[src/rtl/bf2_sdf_if.sv]
// Stream bundle for the radix-2 SDF butterfly stage: sample input, result
// output, flush request and both ready/valid handshakes.
interface bf2_sdf_if #(
  parameter int DWIDTH = 32,
  parameter int OWIDTH = 32
);
  logic [DWIDTH-1:0] i_data;
  logic              i_valid;
  logic              o_ready;
  logic              i_flush;
  logic [OWIDTH-1:0] o_data;
  logic              o_valid;
  logic              o_sop;
  logic              i_ready;

  // Source/sink side driving samples in and consuming results.
  modport master (
    output i_data, i_valid, i_flush, i_ready,
    input  o_ready, o_data, o_valid, o_sop
  );

  // Butterfly side.
  modport slave (
    input  i_data, i_valid, i_flush, i_ready,
    output o_ready, o_data, o_valid, o_sop
  );
endinterface

[src/rtl/bf2_sdf.sv]
// Radix-2 single-path delay-feedback butterfly (BF2I, or BF2II with a
// trivial -j rotation on alternate frames). First half of a frame is parked
// in the delay line; the second half emits sums and parks differences,
// which drain while the next frame fills or on an explicit flush.
module bf2_sdf #(
  parameter int DWIDTH    = 32,
  parameter int DEPTH_LOG = 3,
  parameter int MODE      = 0,
  parameter int SCALE     = 1
) (
  input  logic      clk,
  input  logic      reset_n,
  bf2_sdf_if.slave  bus
);
  localparam int HW     = DWIDTH / 2;
  localparam int OHW    = (SCALE != 0) ? HW : HW + 1;
  localparam int OWIDTH = 2 * OHW;
  localparam int AW     = HW + 2;
  localparam int N      = 1 << DEPTH_LOG;
  localparam int CW     = (DEPTH_LOG > 0) ? DEPTH_LOG : 1;
  localparam logic [CW-1:0] CNT_LAST = CW'(N - 1);

  typedef enum logic [2:0] {FILL, CALC, PEND, OVLP, DRAIN} state_e;

  state_e            state_q, state_d;
  logic [CW-1:0]     cnt_q, cnt_d;
  logic              t_q, t_d;
  logic              o_valid_q, o_valid_d;
  logic              o_sop_q, o_sop_d;
  logic [OWIDTH-1:0] o_data_q, o_data_d;

  logic [OWIDTH-1:0] line_q [N];
  logic              line_we;
  logic [OWIDTH-1:0] line_wdata;

  logic              o_ready_c;
  logic              ld_ok;
  logic              cnt_wrap;
  logic [CW-1:0]     cnt_next;

  logic [OWIDTH-1:0]     a_ent;
  logic signed [OHW-1:0] a_re, a_im;
  logic signed [HW-1:0]  x_re, x_im;
  logic signed [AW-1:0]  ar, ai, br, bi, sr, si, dr, di;
  logic                  rot;
  logic [OWIDTH-1:0]     sum_pk, dif_pk, in_ext;

  // Butterfly datapath: widen to HW+2 so the rotated -(-2^(HW-1)) and the
  // add/sub never wrap, then scale or keep full growth.
  always_comb begin
    a_ent = line_q[cnt_q];
    a_re  = a_ent[OWIDTH-1:OHW];
    a_im  = a_ent[OHW-1:0];
    x_re  = bus.i_data[DWIDTH-1:HW];
    x_im  = bus.i_data[HW-1:0];
    rot   = (MODE != 0) && t_q;
    ar    = AW'(a_re);
    ai    = AW'(a_im);
    if (rot) begin
      br = AW'(x_im);
      bi = -AW'(x_re);
    end else begin
      br = AW'(x_re);
      bi = AW'(x_im);
    end
    sr = ar + br;
    si = ai + bi;
    dr = ar - br;
    di = ai - bi;
    if (SCALE != 0) begin
      sum_pk = {OHW'(sr >>> 1), OHW'(si >>> 1)};
      dif_pk = {OHW'(dr >>> 1), OHW'(di >>> 1)};
    end else begin
      sum_pk = {OHW'(sr), OHW'(si)};
      dif_pk = {OHW'(dr), OHW'(di)};
    end
    in_ext = {OHW'(x_re), OHW'(x_im)};
  end

  // Frame sequencing, handshakes and output-register load decisions.
  always_comb begin
    state_d    = state_q;
    cnt_d      = cnt_q;
    t_d        = t_q;
    ld_ok      = !o_valid_q || bus.i_ready;
    o_valid_d  = o_valid_q && !bus.i_ready;
    o_data_d   = o_data_q;
    o_sop_d    = ld_ok ? 1'b0 : o_sop_q;
    line_we    = 1'b0;
    line_wdata = in_ext;
    o_ready_c  = 1'b0;
    cnt_wrap   = (cnt_q == CNT_LAST);
    cnt_next   = cnt_wrap ? '0 : cnt_q + 1'b1;

    case (state_q)
      FILL: begin
        o_ready_c = 1'b1;
        if (bus.i_valid) begin
          line_we = 1'b1;
          cnt_d   = cnt_next;
          if (cnt_wrap) state_d = CALC;
        end
      end
      CALC: begin
        o_ready_c = ld_ok;
        if (bus.i_valid && ld_ok) begin
          o_valid_d  = 1'b1;
          o_data_d   = sum_pk;
          o_sop_d    = (cnt_q == '0);
          line_we    = 1'b1;
          line_wdata = dif_pk;
          cnt_d      = cnt_next;
          if (cnt_wrap) begin
            state_d = PEND;
            if (MODE != 0) t_d = !t_q;
          end
        end
      end
      // PEND shares the overlap datapath: an accepted sample there both
      // emits a pending difference and starts the next frame.
      PEND, OVLP: begin
        o_ready_c = ld_ok && !((state_q == PEND) && bus.i_flush);
        if (bus.i_valid && o_ready_c) begin
          o_valid_d = 1'b1;
          o_data_d  = a_ent;
          o_sop_d   = 1'b0;
          line_we   = 1'b1;
          cnt_d     = cnt_next;
          state_d   = cnt_wrap ? CALC : OVLP;
        end else if ((state_q == PEND) && bus.i_flush) begin
          state_d = DRAIN;
        end
      end
      DRAIN: begin
        if (ld_ok) begin
          o_valid_d = 1'b1;
          o_data_d  = a_ent;
          o_sop_d   = 1'b0;
          cnt_d     = cnt_next;
          if (cnt_wrap) state_d = FILL;
        end
      end
      default: state_d = FILL;
    endcase
  end

  // Control state and output register, cleared asynchronously.
  always_ff @(posedge clk or negedge reset_n) begin
    if (!reset_n) begin
      state_q   <= FILL;
      cnt_q     <= '0;
      t_q       <= 1'b0;
      o_valid_q <= 1'b0;
      o_sop_q   <= 1'b0;
      o_data_q  <= '0;
    end else begin
      state_q   <= state_d;
      cnt_q     <= cnt_d;
      t_q       <= t_d;
      o_valid_q <= o_valid_d;
      o_sop_q   <= o_sop_d;
      o_data_q  <= o_data_d;
    end
  end

  // Delay line storage; entries are always written before they are read.
  always_ff @(posedge clk) begin
    if (line_we) line_q[cnt_q] <= line_wdata;
  end

  assign bus.o_ready = o_ready_c;
  assign bus.o_valid = o_valid_q;
  assign bus.o_sop   = o_sop_q;
  assign bus.o_data  = o_data_q;
endmodule
[src/flat_wrapper.sv]
// flat-port wrapper written by rule: the top's interface ports become plain ports
module bf2_sdf_flat 
#(
  parameter int DWIDTH    = 32,
  parameter int DEPTH_LOG = 3,
  parameter int MODE      = 0,
  parameter int SCALE     = 1
)
  (clk, reset_n, bus_i_data, bus_i_valid, bus_i_flush, bus_i_ready, bus_o_ready, bus_o_data, bus_o_valid, bus_o_sop);
  bf2_sdf_if #(.DWIDTH(DWIDTH)) bus_i ();
  input  logic clk;
  input  logic reset_n;
  input wire logic [$bits(bus_i.i_data)-1:0] bus_i_data;
  input wire logic [$bits(bus_i.i_valid)-1:0] bus_i_valid;
  input wire logic [$bits(bus_i.i_flush)-1:0] bus_i_flush;
  input wire logic [$bits(bus_i.i_ready)-1:0] bus_i_ready;
  output wire logic [$bits(bus_i.o_ready)-1:0] bus_o_ready;
  output wire logic [$bits(bus_i.o_data)-1:0] bus_o_data;
  output wire logic [$bits(bus_i.o_valid)-1:0] bus_o_valid;
  output wire logic [$bits(bus_i.o_sop)-1:0] bus_o_sop;
  assign bus_i.i_data = bus_i_data;
  assign bus_i.i_valid = bus_i_valid;
  assign bus_i.i_flush = bus_i_flush;
  assign bus_i.i_ready = bus_i_ready;
  assign bus_o_ready = bus_i.o_ready;
  assign bus_o_data = bus_i.o_data;
  assign bus_o_valid = bus_i.o_valid;
  assign bus_o_sop = bus_i.o_sop;
  bf2_sdf #(.DWIDTH(DWIDTH), .DEPTH_LOG(DEPTH_LOG), .MODE(MODE), .SCALE(SCALE)) u_core (.clk(clk), .reset_n(reset_n), .bus(bus_i));
endmodule
[config.mk]
export PLATFORM = sky130hd
export DESIGN_NAME = bf2_sdf_flat
export DESIGN_NICKNAME = d
export VERILOG_FILES = /design/src/rtl/bf2_sdf_if.sv /design/src/rtl/bf2_sdf.sv /design/src/flat_wrapper.sv
export SDC_FILE = /design/constraint.sdc
export NUM_CORES = 1
export LEC_CHECK = 0
export BUFFER_PORTS_ARGS = -buffer_cell sky130_fd_sc_hd__buf_2
export CAP_MARGIN = 20
export CORE_MARGIN = 2
export CORE_UTILIZATION = 34
export CTS_CLUSTER_SIZE = 14
export DETAILED_ROUTE_END_ITERATION = 6
export GPL_TIMING_DRIVEN = 0
export PLACE_DENSITY = 0.55
export REMOVE_ABC_BUFFERS = 1
export SYNTH_ARGS = -nofsm -noshare
export SYNTH_HDL_FRONTEND = slang
export SYNTH_SLANG_ARGS = --single-unit
[constraint.sdc]
create_clock -name clk -period 5.53 [get_ports clk]
set_input_delay 0.2765 -clock clk [delete_from_list [all_inputs] [get_ports clk]]
set_output_delay 0.2765 -clock clk [all_outputs]
set_load 0.05 [all_outputs]
# Word level (Yosys, flattened, before mapping)
# Memory sizes are Yosys's and may differ from the RTL's.
# Cells that the tools add are included.
# W data, S select, Z words.
dict set report word_totals {
  ram_bits 256
  mem_count 1
  reg_bits 40
  inputBits 37
}
# name words width read_ports rd_ports_with_merged_regs wr line_no
set mem_list {}
lappend mem_list {u_core.line_q 8 32 1 0 1 bf2_sdf.sv:32} ;# logic [OWIDTH-1:0] line_q [N];
dict set report classes {
  n_addsub 5
  eq_ne 13
  n_mux 38
  reduce_logical 17
}
# operator n
set op_table {}
lappend op_table {{$mux W32} 5}
lappend op_table {{$pmux W32 S3} 1}
lappend op_table {{$mux W3} 13}
lappend op_table {{$add A16 B16 Y17} 2}
lappend op_table {{$sub A16 B16 Y17} 2}
lappend op_table {{$pmux W3 S4} 2}
lappend op_table {{$mux W1} 12}
lappend op_table {{$ne A2 B1 Y1 const B} 6}
lappend op_table {{$pmux W1 S3} 4}
lappend op_table {{$reduce_and A7 Y1} 1}
lappend op_table {{$eq A3 B2 Y1 const B} 2}
lappend op_table {{$eq A3 B3 Y1 const B} 2}
lappend op_table {{$logic_not A3 Y1} 2}
lappend op_table {{$logic_and A1 B1 Y1} 5}
lappend op_table {{$reduce_and A5 Y1} 1}
lappend op_table {{$reduce_and A4 Y1} 1}
lappend op_table {{$reduce_bool A4 Y1} 1}
lappend op_table {{$add A3 B1 Y3 const B} 1}
lappend op_table {{$eq A3 B1 Y1 const B} 1}
lappend op_table {{$logic_not A1 Y1} 3}
lappend op_table {{$ne A3 B1 Y1 const B} 1}
lappend op_table {{$reduce_bool A3 Y1} 1}
lappend op_table {{$mux W2} 1}
lappend op_table {{$ne A2 B2 Y1 const B} 1}
lappend op_table {{other kinds (2)} 2}

# Logic depth before layout (Yosys ltp)
# Gate-level depths: netlist of the first run.
dict set report logic_depth {
  ltp_word 9
  ltp_mapped 20
  mapped_depth_nobuf 16
}

# Worst setup path before layout of the first run
# No wires, ideal clock.
dict set report synth_path {
  kind {reg2reg}
  start {register u_core.o_valid_q, in the netlist u_core.bus.o_valid}
  end {memory u_core.line_q[0][0], enable pin}
  n_path_buf 0
  path_slack_ns 0.780
  arrival_time_ns 4.290
  t_required_ns 5.069
  path_stages_with_launch 6
  period_less_slack_ns 4.750
  setup_time_ns 0.461
  path_cell_list {dfrtp_1 nand2b_1 o21ai_0 a21oi_1 nand3_1 nor3_1}
}
dict set report synth_via {
  elab_chain_cells 8
  word_cells_on_any_way 10
}
# element line_no
set synth_lines {}
lappend synth_lines {{start: declaration} bf2_sdf.sv:28} ;# logic o_valid_q, o_valid_d;
lappend synth_lines {{start signal: assignment} bf2_sdf.sv:160} ;# o_valid_q <= o_valid_d;
lappend synth_lines {{$logic_not A1 Y1 (*)} bf2_sdf.sv:85} ;# ld_ok = !o_valid_q || bus.i_ready;
lappend synth_lines {{$logic_or A1 B1 Y1 (*)} bf2_sdf.sv:85}
lappend synth_lines {{$logic_and A1 B1 Y1} bf2_sdf.sv:122} ;# o_ready_c = ld_ok && !((state_q == PEND) && bus.i_flush);
lappend synth_lines {{$logic_and A1 B1 Y1} bf2_sdf.sv:123} ;# if (bus.i_valid && o_ready_c) begin
lappend synth_lines {{$mux W1} bf2_sdf.sv:123}
lappend synth_lines {{$pmux W1 S3 (*)} bf2_sdf.sv:95} ;# case (state_q)
lappend synth_lines {{$mux W1 (*)} bf2_sdf.sv:168} ;# if (line_we) line_q[cnt_q] <= line_wdata;
lappend synth_lines {{$mux W1 (not written as such) (*)} bf2_sdf.sv:168}
lappend synth_lines {{end: declaration} bf2_sdf.sv:32}
# Mark *: on every way between the ends. The rest lies on a longest branch, timed or not.

# Final worst setup path of the first run
dict set report layout_path {
  start {register u_core.cnt_q[0]}
  end {memory u_core.line_q[2][9] (data pin)}
}
dict set report layout_via {
  elab_chain_cells 4
}
# element line_no
set layout_lines {}
lappend layout_lines {{start: declaration} bf2_sdf.sv:26} ;# logic [CW-1:0] cnt_q, cnt_d;
lappend layout_lines {{start signal: assignment} bf2_sdf.sv:158} ;# cnt_q <= cnt_d;
lappend layout_lines {{$mem_v2 Z8 W32} --}
lappend layout_lines {{$sub A16 B16 Y17} bf2_sdf.sv:69} ;# di = ai - bi;
lappend layout_lines {{$mux W32} bf2_sdf.sv:106} ;# if (bus.i_valid && ld_ok) begin
lappend layout_lines {{$mux W32} bf2_sdf.sv:95}
lappend layout_lines {{net u_core.line_wdata[9]} bf2_sdf.sv:34} ;# logic [OWIDTH-1:0] line_wdata;
# The timed path passes the listed nets, and every way through them passes these cells.

==> results of run 1 <==
## critical path: cells and delay by family (launching register included)
kind / cells / cell delay, ns
AO/OA/AOI/OAI: 7 / 2.21
AND/OR/NAND/NOR: 3 / 0.74
flip-flops: 1 / 0.67
buffers and inverters: 2 / 0.59
adder cells (fa/ha/maj): 1 / 0.39
XOR/XNOR: 1 / 0.13
## registers in the layout, indices dropped and copies added, names as in the netlist
name,flops
u_core.bus.o_data,32
u_core.bus.o_sop,1
u_core.bus.o_valid,1
u_core.cnt_q,3
u_core.line_q,256
u_core.state_q,3
## per-layer routing
metal / share of wire / vias to the layer above / wire length, um
met4: 0.016 / 0 / 595
met2: 0.48 / 227 / 18200
met1: 0.46 / 4880 / 17700
li1: - / 4649 / -
met3: 0.045 / 42 / 1700
met5: 0 / - / 0
## timing repair
action | in CTS | in global routing
buffers inserted | 1 | 0
gates resized for setup | 14 | 11
endpoints found under the hold margin | 40 | 0
hold buffers | 1 | 0
endpoints found under the setup margin | 251 | 88
## layout make-up
cell class                      instances  share of cell area
Tap cell                              585              0.0430
Sequential cell                       296               0.511
Clock inverter                         12             0.00573
Timing Repair Buffer                   92              0.0429
Inverter                               66              0.0151
Multi-Input combinational cell        781               0.334
Clock buffer                           42              0.0486
## cells in the mapped netlist, drive strengths merged (5+ instances only)
cell type / instances
a31oi: 9
nor2b: 8
dfrtp: 40
a22oi: 14
a221oi: 28
o21bai: 9
a21oi: 90
o31ai: 6
o22ai: 24
xnor2: 35
ha: 63
nand2: 120
clkbuf: 58
a211oi: 6
buf: 11
nor2: 74
edfxtp: 256
nand2b: 7
mux2: 25
xor2: 10
inv: 64
o21ai: 100
mux2i: 19
nand3: 12
nor3: 13
a21o: 14
o221ai: 6
mux4: 22
o21a: 5
## through the flow
step | setup TNS (ns) | std cells | area (sq um) | util
finish | 0 | 1874 | 17000 | 0.396
global route | 0 | 1874 | 17000 | 0.396
CTS | 0 | 1873 | 17000 | 0.395
detailed placement | -224.03 | 1817 | 16000 | 0.372
global placement | -1314.78 | 1799 | 15600 | 0.362
floorplan | -9.15 | 1143 | 14500 | -
## cells by family (layout without fill, tap and decap cells)
family | Yosys count | after routing | share of synthesized area
muxes | 66 | 66 | 0.0666
xor gates and xnor gates | 45 | 45 | 0.0267
adders and majority gates | 67 | 67 | 0.0588
AOI/OAI and AO/OA | 337 | 337 | 0.145
buffers and inverters | 135 | 212 | 0.0352
DFF | 296 | 296 | 0.589
and+or+nand+nor | 266 | 266 | 0.0794
## worst max-delay path by stage
stage | startpoint | end | slack, ns | cells after the start
CTS | u_core.cnt_q[0]$_DFFE_PN0P_ | u_core.line_q[4][14]$_DFFE_PP_ | 0.04 | 14
global route | u_core.cnt_q[2]$_DFFE_PN0P_ | u_core.line_q[1][14]$_DFFE_PP_ | 0.07 | 14
detailed placement | u_core.cnt_q[1]$_DFFE_PN0P_ | u_core.line_q[0][15]$_DFFE_PP_ | -1.55 | 16
floorplan | u_core.cnt_q[1]$_DFFE_PN0P_ | u_core.line_q[0][29]$_DFFE_PP_ | -0.22 | 14
finish | u_core.cnt_q[0]$_DFFE_PN0P_ | u_core.line_q[2][9]$_DFFE_PP_ | 0.42 | 14
global placement | u_core.cnt_q[2]$_DFFE_PN0P_ | u_core.line_q[0][15]$_DFFE_PP_ | -3.93 | 14
==> flow_summary.rst, run 1 <==
.. list-table::
   :header-rows: 1

   * - Metric
     - Value
   * - Die X
     - approximately 210 um
   * - Layout cell share with drive strength beyond 1
     - 0.174
   * - Top area cells in the synthesized netlist
     - sky130_fd_sc_hd__edfxtp_1 (52%), sky130_fd_sc_hd__dfrtp_1 (6.8%), sky130_fd_sc_hd__ha_1 (5.3%)
   * - Total overflow reported by the global router
     - 0
   * - H-tree level count
     - 1
   * - Async set or reset register ratio after synthesis
     - 0.135
   * - Most repeated library cell on the critical path
     - sky130_fd_sc_hd__o21ai_0
   * - Count of TritonRoute iterations in the first routing pass
     - 5
   * - CP arrival
     - about 5.4 ns
   * - Element type at the critical path start
     - flip-flop
   * - Most common cell after layout, fill and taps aside
     - sky130_fd_sc_hd__edfxtp_1
   * - IO buf count
     - 71
   * - Capture endpoint of the worst hold path
     - u_core.state_q[2]$_DFFE_PN0P_
   * - Worst min path class
     - input port to flip-flop
   * - Register-to-Register Path Depth
     - 14
   * - Share of the synthesized area in the top cell type
     - 0.521
   * - Global route hottest layer
     - met2
   * - Filler cell count
     - 4143
   * - Synth-to-Final Area Change
     - 15.3%
   * - Met2 Usage GRT
     - 0.287
   * - Total vias in the final route
     - around 9.8k
   * - Avg Synthesized Cell Area
     - between 10 and 15 sq um
   * - HPWL reported at the end of detailed placement
     - around 25000 um
   * - Clock insertion delay at the later pin of the skew report
     - about 0.58 ns
   * - Met3 Resource Use GR
     - 0.0210
   * - Number of antenna violations at the first check in global routing
     - 1
   * - Hold_ws
     - around 0.018 ns
   * - Wire length of the first global-routing pass
     - between 50000 and 60000 um
   * - Sum of routed wire length over all layers
     - between 30000 and 40000 um
   * - Vias in the first global route
     - 9749
   * - Cell count after synthesis
     - 1212
   * - Largest net degree at the start of global routing
     - 50
   * - Grt met1 use
     - 0.238
   * - Tcrit/Tclk final
     - 0.924
   * - Worst path slowest cell
     - sky130_fd_sc_hd__o21ai_0
   * - Final weighted congestion of routability-driven global placement
     - between 0.8 and 0.9
   * - Worst Path Max Fanout
     - 37
   * - Antenna diode count
     - 0
   * - Endpoint type of the worst setup path
     - flip-flop
   * - Category of the critical setup timing path
     - flip-flop to flip-flop
   * - All-Layer GR Usage
     - 0.172
   * - Storage cell area
     - between 8000 and 9000 sq um
   * - Number of flops mapped to enable cells by yosys
     - between 200 and 300
   * - # setup viols final
     - 0
   * - Std cell rows
     - 76
   * - Number of max-slew violations in the final report
     - 0
   * - Final-report hold violation count
     - 0
   * - Layout Skew
     - 0.0117 ns
   * - Average detailed-routed wire length per instance
     - around 20 um
   * - PnR worst setup slack
     - 0.420 ns
   * - Number of distinct library cells after synthesis
     - 70
   * - Pin slew with the least headroom to its limit
     - about 1.1 ns
   * - MaxCap Viol Count
     - 0
   * - Required time of the worst setup path
     - just under 6 ns
   * - Clock net sink count
     - 296
   * - Worst setup slack before clock tree synthesis
     - -1.55 ns
   * - TritonCTS clock tree
     - built
   * - Die outline area
     - ~45000 sq um
   * - Status
     - completed
   * - RSZ-0062 raised after global routing
     - false
   * - Highest clock frequency the design can meet
     - a little under 0.2 GHz
   * - Placeable core area
     - about 43000 sq um
   * - Critical path cell sequence
     - buf_12 > inv_4 > nor2_4 > a22oi_1 > o21ai_1 > ha_1 > nor2b_1 > o21ai_0 > a21oi_1 > o21a_1 > o21ai_0 > nand3b_1 > xnor2_1 > o21ai_0
   * - Number of buffers inserted during clock tree synthesis
     - 31
   * - Synthesis Warnings
     - 0
   * - Hold path startpoint
     - bus_i_flush
   * - Number of storage elements in the synthesis netlist
     - 296
   * - Antenna violation net count after detailed routing
     - 0
   * - Area of the mapped netlist
     - 14800 sq um
   * - Die extent in y
     - approximately 210 um
   * - Buffer depth of the longest clock path
     - 3
   * - Normalized max-slew margin
     - 0.290
   * - Post-synthesis sequential area ratio
     - 0.589
   * - Effective utilization at floorplan
     - 0.343
   * - Area leader, netlist
     - sky130_fd_sc_hd__edfxtp_1
   * - DRT iter0 DRCs
     - about 770
   * - Time the worst path needs with I/O delays and setup
     - between 5 and 6 ns
   * - RR Endpoint
     - u_core.line_q[2][9]$_DFFE_PP_
   * - Drt drc
     - 0
   * - Vias per inst
     - between 5 and 6
   * - Layout net count
     - between 1k and 1.5k
   * - Setup slack of the worst register-to-register path
     - 0.42 ns
   * - Most frequent cells in the layout
     - sky130_fd_sc_hd__edfxtp_1 (256), sky130_fd_sc_hd__nand2_1 (119), sky130_fd_sc_hd__o21ai_0 (89), sky130_fd_sc_hd__a21oi_1 (89), sky130_fd_sc_hd__buf_2 (71)
   * - Clock Root Buffer
     - sky130_fd_sc_hd__clkbuf_16
   * - Number of cells traversed by the worst hold path
     - 3
   * - Number of top-level pins
     - 72
   * - Beginning of the worst register-to-register path
     - u_core.cnt_q[0]$_DFFE_PN0P_
   * - Peak per-stage delay on the critical path
     - approximately 0.77 ns
   * - Clock transition time at the flip-flop clock pins of the worst setup and hold paths
     - 0.06 ns
   * - Area of combinational cells with multiple inputs
     - 5680 sq um
   * - Synth Flop Type
     - sky130_fd_sc_hd__edfxtp_1
Power of run 1 is not shown: default switching activity piles up to over one toggle a cycle in this logic, so the estimate is an artifact.
==> run 2: changes to the inputs <==
Settings changed: CTS_CLUSTER_SIZE 14 to not set, REMOVE_ABC_BUFFERS 1 to not set.
==> flow_summary.rst, run 2 (synthesis results as in run 1) <==
.. list-table::
   :header-rows: 1

   * - Metric
     - Value
   * - Final-report hold violation count
     - 0 (unchanged)
   * - Clock transition time at the flip-flop clock pins of the worst setup and hold paths
     - 0.07 ns (was 0.06 ns)
   * - Worst path slowest cell
     - sky130_fd_sc_hd__nor2_1 (was sky130_fd_sc_hd__o21ai_0)
   * - Filler cell count
     - 4146 (was 4143)
   * - Element type at the critical path start
     - flip-flop (unchanged)
   * - Clock Root Buffer
     - sky130_fd_sc_hd__clkbuf_16 (unchanged)
   * - All-Layer GR Usage
     - 0.192 (was 0.172)
   * - CP arrival
     - 5.52 ns (was 5.35 ns)
   * - Worst min path class
     - input port to flip-flop (unchanged)
   * - Category of the critical setup timing path
     - flip-flop to flip-flop (unchanged)
   * - Status
     - completed (unchanged)
   * - Number of top-level pins
     - 72 (unchanged)
   * - Highest clock frequency the design can meet
     - 0.190 GHz (was 0.196 GHz)
   * - Area of combinational cells with multiple inputs
     - 5700 sq um (was 5680 sq um)
   * - Wire length of the first global-routing pass
     - 64200 um (was 58500 um)
   * - Final weighted congestion of routability-driven global placement
     - 0.880 (was 0.805)
   * - Drt drc
     - 0 (unchanged)
   * - Std cell rows
     - 76 (unchanged)
   * - Time the worst path needs with I/O delays and setup
     - 5.25 ns (was 5.11 ns)
   * - Antenna violation net count after detailed routing
     - 0 (unchanged)
   * - Number of flip-flops under the largest register name
     - 256 (unchanged)
   * - PnR worst setup slack
     - 0.277 ns (was 0.420 ns)
   * - Beginning of the worst register-to-register path
     - u_core.cnt_q[1]$_DFFE_PN0P_ (was u_core.cnt_q[0]$_DFFE_PN0P_)
   * - DRT iter0 DRCs
     - 850 (was 769)
   * - Number of max-slew violations in the final report
     - 0 (unchanged)
   * - RSZ-0062 raised after global routing
     - false (unchanged)
   * - Layout net count
     - 1442 (was 1372)
   * - Die extent in y
     - 212 um (unchanged)
   * - Die outline area
     - 45100 sq um (unchanged)
   * - Antenna diode count
     - 0 (unchanged)
   * - Clock insertion delay at the later pin of the skew report
     - 0.59 ns (was 0.58 ns)
   * - Total overflow reported by the global router
     - 0 (unchanged)
   * - Layout Skew
     - 0.0293 ns (was 0.0117 ns)
   * - Critical path cell sequence
     - clkinv_1 > nor2_1 > a22oi_1 > o22ai_1 > ha_1 > clkbuf_1 > a21o_1 > a21o_1 > o31ai_2 > o21ai_1 > xnor2_1 > o21ai_1 (was buf_12 > inv_4 > nor2_4 > a22oi_1 > o21ai_1 > ha_1 > nor2b_1 > o21ai_0 > a21oi_1 > o21a_1 > o21ai_0 > nand3b_1 > xnor2_1 > o21ai_0)
   * - MaxCap Viol Count
     - 0 (unchanged)
   * - Worst Setup SP
     - u_core.cnt_q[1]$_DFFE_PN0P_ (was u_core.cnt_q[0]$_DFFE_PN0P_)
   * - Average detailed-routed wire length per instance
     - 22.2 um (was 20.4 um)
   * - Worst Path Max Fanout
     - 9 (was 37)
   * - Most frequent cells in the layout
     - sky130_fd_sc_hd__edfxtp_1 (256), sky130_fd_sc_hd__nand2_1 (120), sky130_fd_sc_hd__a21oi_1 (89), sky130_fd_sc_hd__o21ai_0 (86), sky130_fd_sc_hd__buf_2 (75) (was sky130_fd_sc_hd__edfxtp_1 (256), sky130_fd_sc_hd__nand2_1 (119), sky130_fd_sc_hd__o21ai_0 (89), sky130_fd_sc_hd__a21oi_1 (89), sky130_fd_sc_hd__buf_2 (71))
   * - TritonCTS clock tree
     - built (unchanged)
   * - Vias per inst
     - 5.30 (was 5.23)
   * - Placeable core area
     - 43000 sq um (unchanged)
   * - IO buf count
     - 71 (unchanged)
   * - # setup viols final
     - 0 (unchanged)
   * - Storage cell area
     - 8690 sq um (was 8700 sq um)
   * - Worst setup slack before clock tree synthesis
     - -1.08 ns (was -1.55 ns)
   * - Largest net degree at the start of global routing
     - 41 (was 50)
   * - Count of TritonRoute iterations in the first routing pass
     - 5 (unchanged)
   * - Die X
     - 212 um (unchanged)
   * - Number of nets in the synthesized netlist
     - roughly 1.3k
   * - Buffer depth of the longest clock path
     - 3 (unchanged)
   * - Normalized max-slew margin
     - 0.263 (was 0.290)
   * - Vias in the first global route
     - 10.3k (was 9749)
   * - Number of buffers inserted during clock tree synthesis
     - 31 (unchanged)
   * - Hold path startpoint
     - bus_i_flush (unchanged)
   * - Peak per-stage delay on the critical path
     - 0.97 ns (was 0.77 ns)
   * - Top delay family on crit path
     - compound AO/OA/AOI/OAI gates (unchanged)
   * - Clock net sink count
     - 296 (unchanged)
   * - HPWL reported at the end of detailed placement
     - 31200 um (was 24600 um)
   * - Pin slew with the least headroom to its limit
     - 1.09 ns (was 1.07 ns)
   * - H-tree level count
     - 1 (unchanged)
   * - Sum of routed wire length over all layers
     - 43300 um (was 38200 um)
   * - Required time of the worst setup path
     - 5.80 ns (was 5.77 ns)
   * - Number of antenna violations at the first check in global routing
     - 0 (was 1)
   * - Effective utilization at floorplan
     - 0.343 (unchanged)
   * - Most common cell after layout, fill and taps aside
     - sky130_fd_sc_hd__edfxtp_1 (unchanged)
   * - Post-CTS setup repair buffer count
     - 0 (was 1)
   * - Setup slack of the worst register-to-register path
     - 0.28 ns (was 0.42 ns)
   * - Layout cell share with drive strength beyond 1
     - 0.181 (was 0.174)
   * - Total vias in the final route
     - 10.3k (was 9798)
   * - Endpoint type of the worst setup path
     - flip-flop (unchanged)
   * - Buffering stage count on the worst path with inverters included
     - 2 (unchanged)
   * - Register containing the most flip-flops in the final layout
     - u_core.line_q (unchanged)
   * - Synth-to-Final Area Change
     - 17.4% (was 15.3%)
   * - Tcrit/Tclk final
     - 0.950 (was 0.924)
-- run 2: path summary, 6_finish.rpt --
kind | endpoint | depth (start not counted)
setup / recovery | u_core.line_q[7][28]$_DFFE_PP_ | 12
hold / removal | u_core.state_q[2]$_DFFE_PN0P_ | 3
setup reg to reg | u_core.line_q[7][28]$_DFFE_PP_ | 12
hold reg to reg | u_core.bus.o_data[4]$_DFFE_PN0P_ | 2
max in group asynchronous | u_core.bus.o_data[2]$_DFFE_PN0P_ | 2
min in group asynchronous | u_core.bus.o_data[23]$_DFFE_PN0P_ | 2
-- run 2: metal layers --
layer,up-vias,GRT usage,routed length [um]
met3,64,0.0381,3160
li1,4792,-,-
met5,-,0,0
met4,0,0.0591,1130
met2,364,0.323,20400
met1,5102,0.251,18600
-- run 2: layout make-up --
type,count,area share
multi-input cells,781,0.329
clock buffers,34,0.0454
well taps,585,0.0423
flip-flops and latches,296,0.502
repair buffers,94,0.0386
clock inverters,22,0.0121
plain buffers,68,0.0168
inverters,66,0.0143
-- run 2: through the flow --
step                      area, sq um  cells  utilization  TNS (ns)  hold slack, ns
final                           17300   1946        0.403         0          0.0336
after global routing            17300   1946        0.403         0          0.0405
after CTS                       17200   1940        0.401         0          0.0113
after detailed placement        16200   1884        0.376   -107.24           0.470
after global placement          15800   1868        0.369   -363.50           0.459
after floorplan                 14800   1212            -         0         -0.0191
-- run 2: worst register-to-register path, stage by stage, from the launching register on --
cell	delay [ns]
sky130_fd_sc_hd__dfrtp_1	0.41
sky130_fd_sc_hd__clkinv_1	0.52
sky130_fd_sc_hd__nor2_1	0.97
sky130_fd_sc_hd__a22oi_1	0.14
sky130_fd_sc_hd__o22ai_1	0.61
sky130_fd_sc_hd__ha_1	0.36
sky130_fd_sc_hd__clkbuf_1	0.23
sky130_fd_sc_hd__a21o_1	0.21
sky130_fd_sc_hd__a21o_1	0.23
sky130_fd_sc_hd__o31ai_2	0.37
sky130_fd_sc_hd__o21ai_1	0.17
sky130_fd_sc_hd__xnor2_1	0.15
sky130_fd_sc_hd__o21ai_1	0.57
-- run 2: what timing repair did --
action / 4_1_cts / 5_1_grt
hold endpoints to repair: 40 / 0
hold buffers: 1 / 0
resized for setup: 32 / 17
setup endpoints to repair: 210 / 150
pin swaps: 0 / 0
Power of run 2 is left out for the same reason.
